### config.mk
export PLATFORM = sky130hd
export DESIGN_NAME = bcd_seg_counter
export DESIGN_NICKNAME = d
export VERILOG_FILES = /design/src/rtl/bcd_seg_counter.sv
export SDC_FILE = /design/constraint.sdc
export NUM_CORES = 1
export LEC_CHECK = 0
export BUFFER_PORTS_ARGS = -buffer_cell sky130_fd_sc_hd__buf_2
export CAP_MARGIN = 20
export CORE_MARGIN = 4
export CORE_UTILIZATION = 45
export CTS_CLUSTER_SIZE = 30
export DETAILED_ROUTE_END_ITERATION = 7
export SYNTH_ARGS = -nofsm -noshare
export SYNTH_HDL_FRONTEND = slang
export SYNTH_SLANG_ARGS = --single-unit
### constraint.sdc
create_clock -name clk_in -period 2.7 [get_ports clk_in]
set_clock_uncertainty 0.05 [all_clocks]
set_input_delay 0.54 -clock clk_in [delete_from_list [all_inputs] [get_ports clk_in]]
set_output_delay 0.54 -clock clk_in [all_outputs]
set_load 0.005 [all_outputs]
### src/rtl/bcd_seg_counter.sv
// Four-digit BCD up/down counter with a multiplexed, active-low seven-segment
// display driver. Optional leading-zero blanking applies to the upper three digits.
module bcd_seg_counter #(
    parameter int SCAN_BITS = 14,
    parameter bit BLANK_LZ  = 1'b1
) (
    input  logic        clk_in,
    input  logic        rst,
    input  logic        tick,
    input  logic        en,
    input  logic        up,
    input  logic        clr,
    output logic [15:0] count_bcd,
    output logic [6:0]  seg,
    output logic [3:0]  an,
    output logic        ovf
);

    logic [3:0][3:0]       count_reg;
    logic                  ovf_reg;
    logic [SCAN_BITS-1:0]  scan_reg;
    logic [1:0]            idx_reg;
    logic [6:0]            seg_reg;
    logic [3:0]            an_reg;

    logic [3:0][3:0]       inc_next;
    logic [3:0][3:0]       dec_next;
    logic                  carry;
    logic                  borrow;
    logic                  lz_run;
    logic [3:0]            blank;
    logic [3:0][6:0]       digit_seg;
    logic [6:0]            seg_next;
    logic [3:0]            an_next;

    function automatic logic [6:0] seg_pattern(input logic [3:0] d);
        logic [6:0] p;
        case (d)
            4'd0:    p = 7'h40;
            4'd1:    p = 7'h79;
            4'd2:    p = 7'h24;
            4'd3:    p = 7'h30;
            4'd4:    p = 7'h19;
            4'd5:    p = 7'h12;
            4'd6:    p = 7'h02;
            4'd7:    p = 7'h78;
            4'd8:    p = 7'h00;
            4'd9:    p = 7'h10;
            default: p = 7'h7F;
        endcase
        return p;
    endfunction

    // Ripple carry/borrow through the digits; a carry out of the top digit is the wrap.
    always_comb begin
        inc_next = count_reg;
        dec_next = count_reg;
        carry    = 1'b1;
        borrow   = 1'b1;
        lz_run   = 1'b1;
        blank    = '0;
        for (int i = 0; i < 4; i++) begin
            if (carry) begin
                inc_next[i] = (count_reg[i] == 4'd9) ? 4'd0 : count_reg[i] + 4'd1;
                carry       = (count_reg[i] == 4'd9);
            end
            if (borrow) begin
                dec_next[i] = (count_reg[i] == 4'd0) ? 4'd9 : count_reg[i] - 4'd1;
                borrow      = (count_reg[i] == 4'd0);
            end
        end
        for (int i = 3; i >= 0; i--) begin
            lz_run   = lz_run && (count_reg[i] == 4'd0);
            blank[i] = BLANK_LZ && (i != 0) && lz_run;
        end
    end

    generate
        for (genvar gi = 0; gi < 4; gi++) begin : g_digit
            assign digit_seg[gi] = blank[gi] ? 7'h7F : seg_pattern(count_reg[gi]);
        end
    endgenerate

    assign seg_next = digit_seg[idx_reg];
    assign an_next  = ~(4'b0001 << idx_reg);

    // clr outranks a coincident tick and never signals a wrap.
    always_ff @(posedge clk_in or posedge rst) begin
        if (rst) begin
            count_reg <= '0;
            ovf_reg   <= 1'b0;
        end else if (clr) begin
            count_reg <= '0;
            ovf_reg   <= 1'b0;
        end else if (tick && en) begin
            count_reg <= up ? inc_next : dec_next;
            ovf_reg   <= up ? carry : borrow;
        end else begin
            ovf_reg   <= 1'b0;
        end
    end

    always_ff @(posedge clk_in or posedge rst) begin
        if (rst) begin
            scan_reg <= '0;
            idx_reg  <= 2'd0;
            seg_reg  <= 7'h7F;
            an_reg   <= 4'hF;
        end else begin
            scan_reg <= scan_reg + SCAN_BITS'(1);
            if (&scan_reg) begin
                idx_reg <= idx_reg + 2'd1;
            end
            seg_reg  <= seg_next;
            an_reg   <= an_next;
        end
    end

    assign count_bcd = count_reg;
    assign ovf       = ovf_reg;
    assign seg       = seg_reg;
    assign an        = an_reg;

endmodule

After elaboration in Yosys (flattened, before gate mapping)
Memories as Yosys holds them, arrays and structs flattened. Cells that the tools add are included.

Register bits: 44. Latch bits: 0. RAM bits: 0. Memory bits (read-only): 448. Input port bits: 6. Output and inout bits: 28. Word-level logic and storage cells: 79. Memories: 4.

Add/subtract/negate cells: 10. Multiply operators: 0. Divide/modulo/power cells: 0. Order comparisons: 1. Equality and inequality tests: 7. Shifts and indexed selects: 1. Muxes and demuxes: 31. Bitwise operators: 1. Reductions and logical operators: 15.

Memories: (name not given) (words 16, width 7, rd ports 1, clocked after memory_dff 0, write ports 0, line 38) `case (d)`; (name not given) (words 16, width 7, rd ports 1, clocked after memory_dff 0, write ports 0, line 38); (name not given) (words 16, width 7, rd ports 1, clocked after memory_dff 0, write ports 0, line 38); (name not given) (words 16, width 7, rd ports 1, clocked after memory_dff 0, write ports 0, line 38).

Operators with widths (number): 4-bit 2-to-1 mux (14); 16-bit 2-to-1 mux (3); 7-bit 2-to-1 mux (4); 4-bit by 1-bit adder with 4-bit output, second input constant (4); 4-bit == test, second input constant (4); 4-bit zero test (4); 4-bit by 1-bit subtractor with 4-bit output, second input constant (4); 14-bit by 1-bit adder with 14-bit output, second input constant (1); 7-bit binary-select mux with 2-bit select (1); 14-bit AND reduction (1); 1-bit 2-to-1 mux (9); 3-bit by 1-bit inequality test with 1-bit output, second input constant (3); 3-bit AND reduction (3); 3-bit nonzero test (3); 4-bit inverter (1); 1-bit by 2-bit left shift with 4-bit output, first input constant (1); 1-bit logical AND (3); 2-bit by 3-bit < comparator with 1-bit output, second input constant (1); 2-bit by 1-bit adder with 2-bit output, second input constant (1); 2-bit nonzero test (1).

Longest topological paths before layout
Word-level depth: 7. Mapped depth: 7. Depth with buffers taken out: 6.

Worst setup path before layout
OpenSTA, ideal clock, no wires.

Path kind: reg2reg. From: register count_reg, in the netlist count_bcd[12]. To: register seg_reg[4] (netlist: seg[4]). Library setup time: 0.062 ns. Arrival time: 2.031 ns. Data required time: 2.588 ns. Setup slack: 0.557 ns. Stages on the path, launching flop included: 7. Buffers on the path: 0. Period minus slack after synthesis: 2.143 ns. Cell sequence: dfrtp_1 > inv_1 > ha_1 > or3b_2 > or3_1 > o211ai_1 > mux4_2.

Word-level cells in the longest chain between the ends: 6. Elaborated cells on any way between the ends: 9. Classes of those cells: mux (5); reduce/logical (3); memory (1).

Ends and longest elaborated chain: start, declared (line 19) `logic [3:0][3:0] count_reg;`; start signal, assigned (line 96) `count_reg <= up ? inc_next : dec_next;`; parallel branches: the longest is 4 deep, another holds memory 16 x 7 bit; 7-bit binary-select mux with 2-bit select * (line 84) `assign seg_next = digit_seg[idx_reg];`; 7-bit 2-to-1 mux (implied by the code) * (line 84); via seg_next[4] (line 33) `logic [6:0] seg_next;`; end signal, assigned (line 114) `seg_reg <= seg_next;`; end, declared (line 23) `logic [6:0] seg_reg;`.

Mark *: on every way through the listed nets, which the timed path passes. The select of a mux whose other input is x is not followed. A chain may end at the register's enable or synchronous reset.

Worst setup path after layout
From: register count_reg, in the netlist count_bcd[13]. To: register seg_reg[2] (netlist: seg[2]).

The elaborated chain is that of the path after synthesis.

==> results.toml <==
[critical_path]
critical_path_class = "register to register"
slowest_delay_ps = 570
rrSetupSlack_ps = 190
timing.rr.start = "count_bcd[13]$_DFFE_PP0P_"
reg2regPathDepth = 6
slowest_stage = "or3b_2"
crit_required_ps = 2850
r2r-end = "seg[2]$_DFF_PP1_"
path_cells = "inv_1, ha_1, or3b_2, o311ai_4, a31oi_1, o32ai_1"
path_max_fanout = 9
arrival_ps = 2650
critPathLaunchType = "register"
end_kind = "register"

[timing]
rsz0062_at_grt = "no"
period_minus_slack_ps = 2510
setup_viol = 0
tns_ps = 0
worst_pin_slew_ps = 909
final_max_slew_viol_count = 0
finalCritPeriodShare_pct = 92.8
hold_ws_ps = 372
hold_violations = 0
fmax_mhz = 399
slew_headroom_pct = 39.3

[detailed_routing]
routedWlPerCell_um = 16.8
met1_length_mm = 3.88
ant_nets = 0
viasPerCell = 5.82
drt-pass1-iter-count = 5
met3_length_um = 477
drc_errors = 0
met2_length_mm = 3.72
drt_iter0_markers = 153
vias = 2853
routed_wl_mm = 8.21
route.top_layer_used = "met4"

[finish]
area_growth_pct = 12.3
drive_gt1_share_pct = 22.3
largest_reg_flops = 16
stdcell_count = 490
multi_input_area_mm2 = 0.00200
nets = 428
fin_area_mm2 = 0.00369
antenna_cells = 0
n_fill_cell = 655
seq_area_mm2 = 0.00111

[global_route]
grt_antenna_before_repair = 0
grt_pass1_wl_mm = 13.7
gr-total-overflow = 0
grt_max_degree = 45
grt_pass1_vias = 2736
grt_usage_pct = 19.6

[power_and_ir_drop]
p_total_mw = 2.78
p_per_area_mw_per_mm2 = 753
ir_drop_uv = 387
p_leak_nw = 1.63

[die]
row_count = 30
fp.dieW_um = 93.5
pin_count = 34
die_y_um = 93.5
die-area_mm2 = 0.00874
initial_core_util_pct = 47.3
core_mm2 = 0.00694

[logic_synthesis]
ys_types = 62
syn-cell-area_mm2 = 0.00329
syn_area_per_cell_um2 = 9.13
synth_top_flop_cell = "dfrtp_1"
synth_edf_count = 0
ys_warn_count = 0
ys_ff_latch = 44
synthArstFlopShare_pct = 100
yosysSeqAreaShare_pct = 33.9
synth_nets = 395
netlist_instances = 360

[placed_design]
dpl_cell_area_mm2 = 0.00358
io_buffers = 33
routabilityCongestion = 0.903
hpwl_mm = 6.15
dp.cells = 482

[clock_tree]
cts_buffer_depth = 2
clock_latency_ps = 310
cts_tree = "done"
cts_sinks = 44
post-cts-setup-buffers = 0
hold_buffers = 0
path_clk_slew_ps = 100
ctsHtreeMaxLevel = 2
cts_resized = 0
cts-buffers-inserted = 5
clockRootBuffer = "clkbuf_8"

[run_status]
outcome = "completed"

[min_path]
hold_class = "input port to async pin"

[run]
maxCapViolCount = 0
[cells in the mapped netlist (4+ instances only)]
cell type,instances,area share (%)
a211oi_1,5,1.1
a21o_1,5,1.1
a21oi_1,27,4.1
and3_1,8,1.5
clkbuf_1,15,1.7
dfrtp_1,33,25
dfstp_2,11,8.8
ha_1,29,11
inv_1,25,2.9
mux2_2,6,2.1
mux2i_1,4,1.2
nand2_1,21,2.4
nand2b_1,7,1.3
nand3_1,18,2.7
nand3b_1,4,0.91
nor2_1,17,1.9
nor3_1,5,0.76
o211ai_1,5,1.1
o21a_1,4,0.91
o21ai_0,23,3.5
o22ai_1,8,1.5
o32ai_1,5,1.3
or2_2,4,0.76
xnor2_1,10,2.7
xor2_1,4,1.1
[worst max-delay path, delay by kind of cell (launching register included)]
kind | cells | cell delay (ps)
AOI/OAI and AO/OA | 3 | 820
and+or+nand+nor | 1 | 570
DFF | 1 | 490
adders and majority gates | 1 | 300
buffers and inverters | 1 | 170
[power by group]
group | switching, mW | total (mW) | internal (mW) | leakage (nW)
combinational | 0.791 | 1.36 | 0.566 | 1.02
clock | 0.262 | 0.541 | 0.279 | 0.0548
sequential | 0.120 | 0.882 | 0.762 | 0.552
[cells by family (layout without fill, tap and decap cells)]
logic type | after synthesis | in the layout | share of synthesized area [%]
multiplexers | 11 | 11 | 3.96
AO/OA/AOI/OAI | 111 | 111 | 23.8
adder cells (fa/ha/maj) | 29 | 29 | 11.0
flip-flops | 44 | 44 | 33.9
AND/OR/NAND/NOR | 107 | 107 | 18.3
buffers and inverters | 44 | 78 | 5.33
XOR/XNOR | 14 | 14 | 3.73
[cell usage in the layout, fill, tap and decap left out, drive strengths merged, types with 11 or more instances in the layout]
cell   count
buf       44
dfrtp     33
ha        29
a21oi     29
inv       27
o21ai     23
nand2     21
nand3     18
nor2      17
dfstp     11
[per-layer routing]
layer | up-vias | GRT usage, %
met1 | 1363 | 27.8
met2 | 102 | 30.6
met5 | - | 0
met3 | 14 | 3.22
li1 | 1374 | -
met4 | 0 | 5.74
[cell type report]
cell class,count,share of cell area [%]
Clock buffer,5,1.86
Clock inverter,3,1.25
Inverter,26,2.64
Multi-Input combinational cell,272,54.1
Sequential cell,44,30.2
Tap cell,96,3.25
Timing Repair Buffer,44,6.71
[worst max path at each step]
stage	from	to	slack [ps]	depth (start not counted)
after floorplan	count_bcd[12]$_DFFE_PP0P_	seg[4]$_DFF_PP1_	560	6
after global placement	count_bcd[13]$_DFFE_PP0P_	seg[2]$_DFF_PP1_	370	6
after detailed placement	count_bcd[13]$_DFFE_PP0P_	seg[2]$_DFF_PP1_	320	6
after CTS	count_bcd[13]$_DFFE_PP0P_	seg[2]$_DFF_PP1_	260	6
after global routing	count_bcd[13]$_DFFE_PP0P_	seg[3]$_DFF_PP1_	110	6
final	count_bcd[13]$_DFFE_PP0P_	seg[2]$_DFF_PP1_	190	6
[per-stage QoR]
step | setup WS [ps] | util (%)
6_report | 195 | 53.2
5_1_grt | 106 | 53.2
4_1_cts | 257 | 53.2
3_5_place_dp | 317 | 51.5
3_3_place_gp | 372 | 51.5
2_1_floorplan | 557 | -
Note: power is estimated with default switching activity, not from simulation.
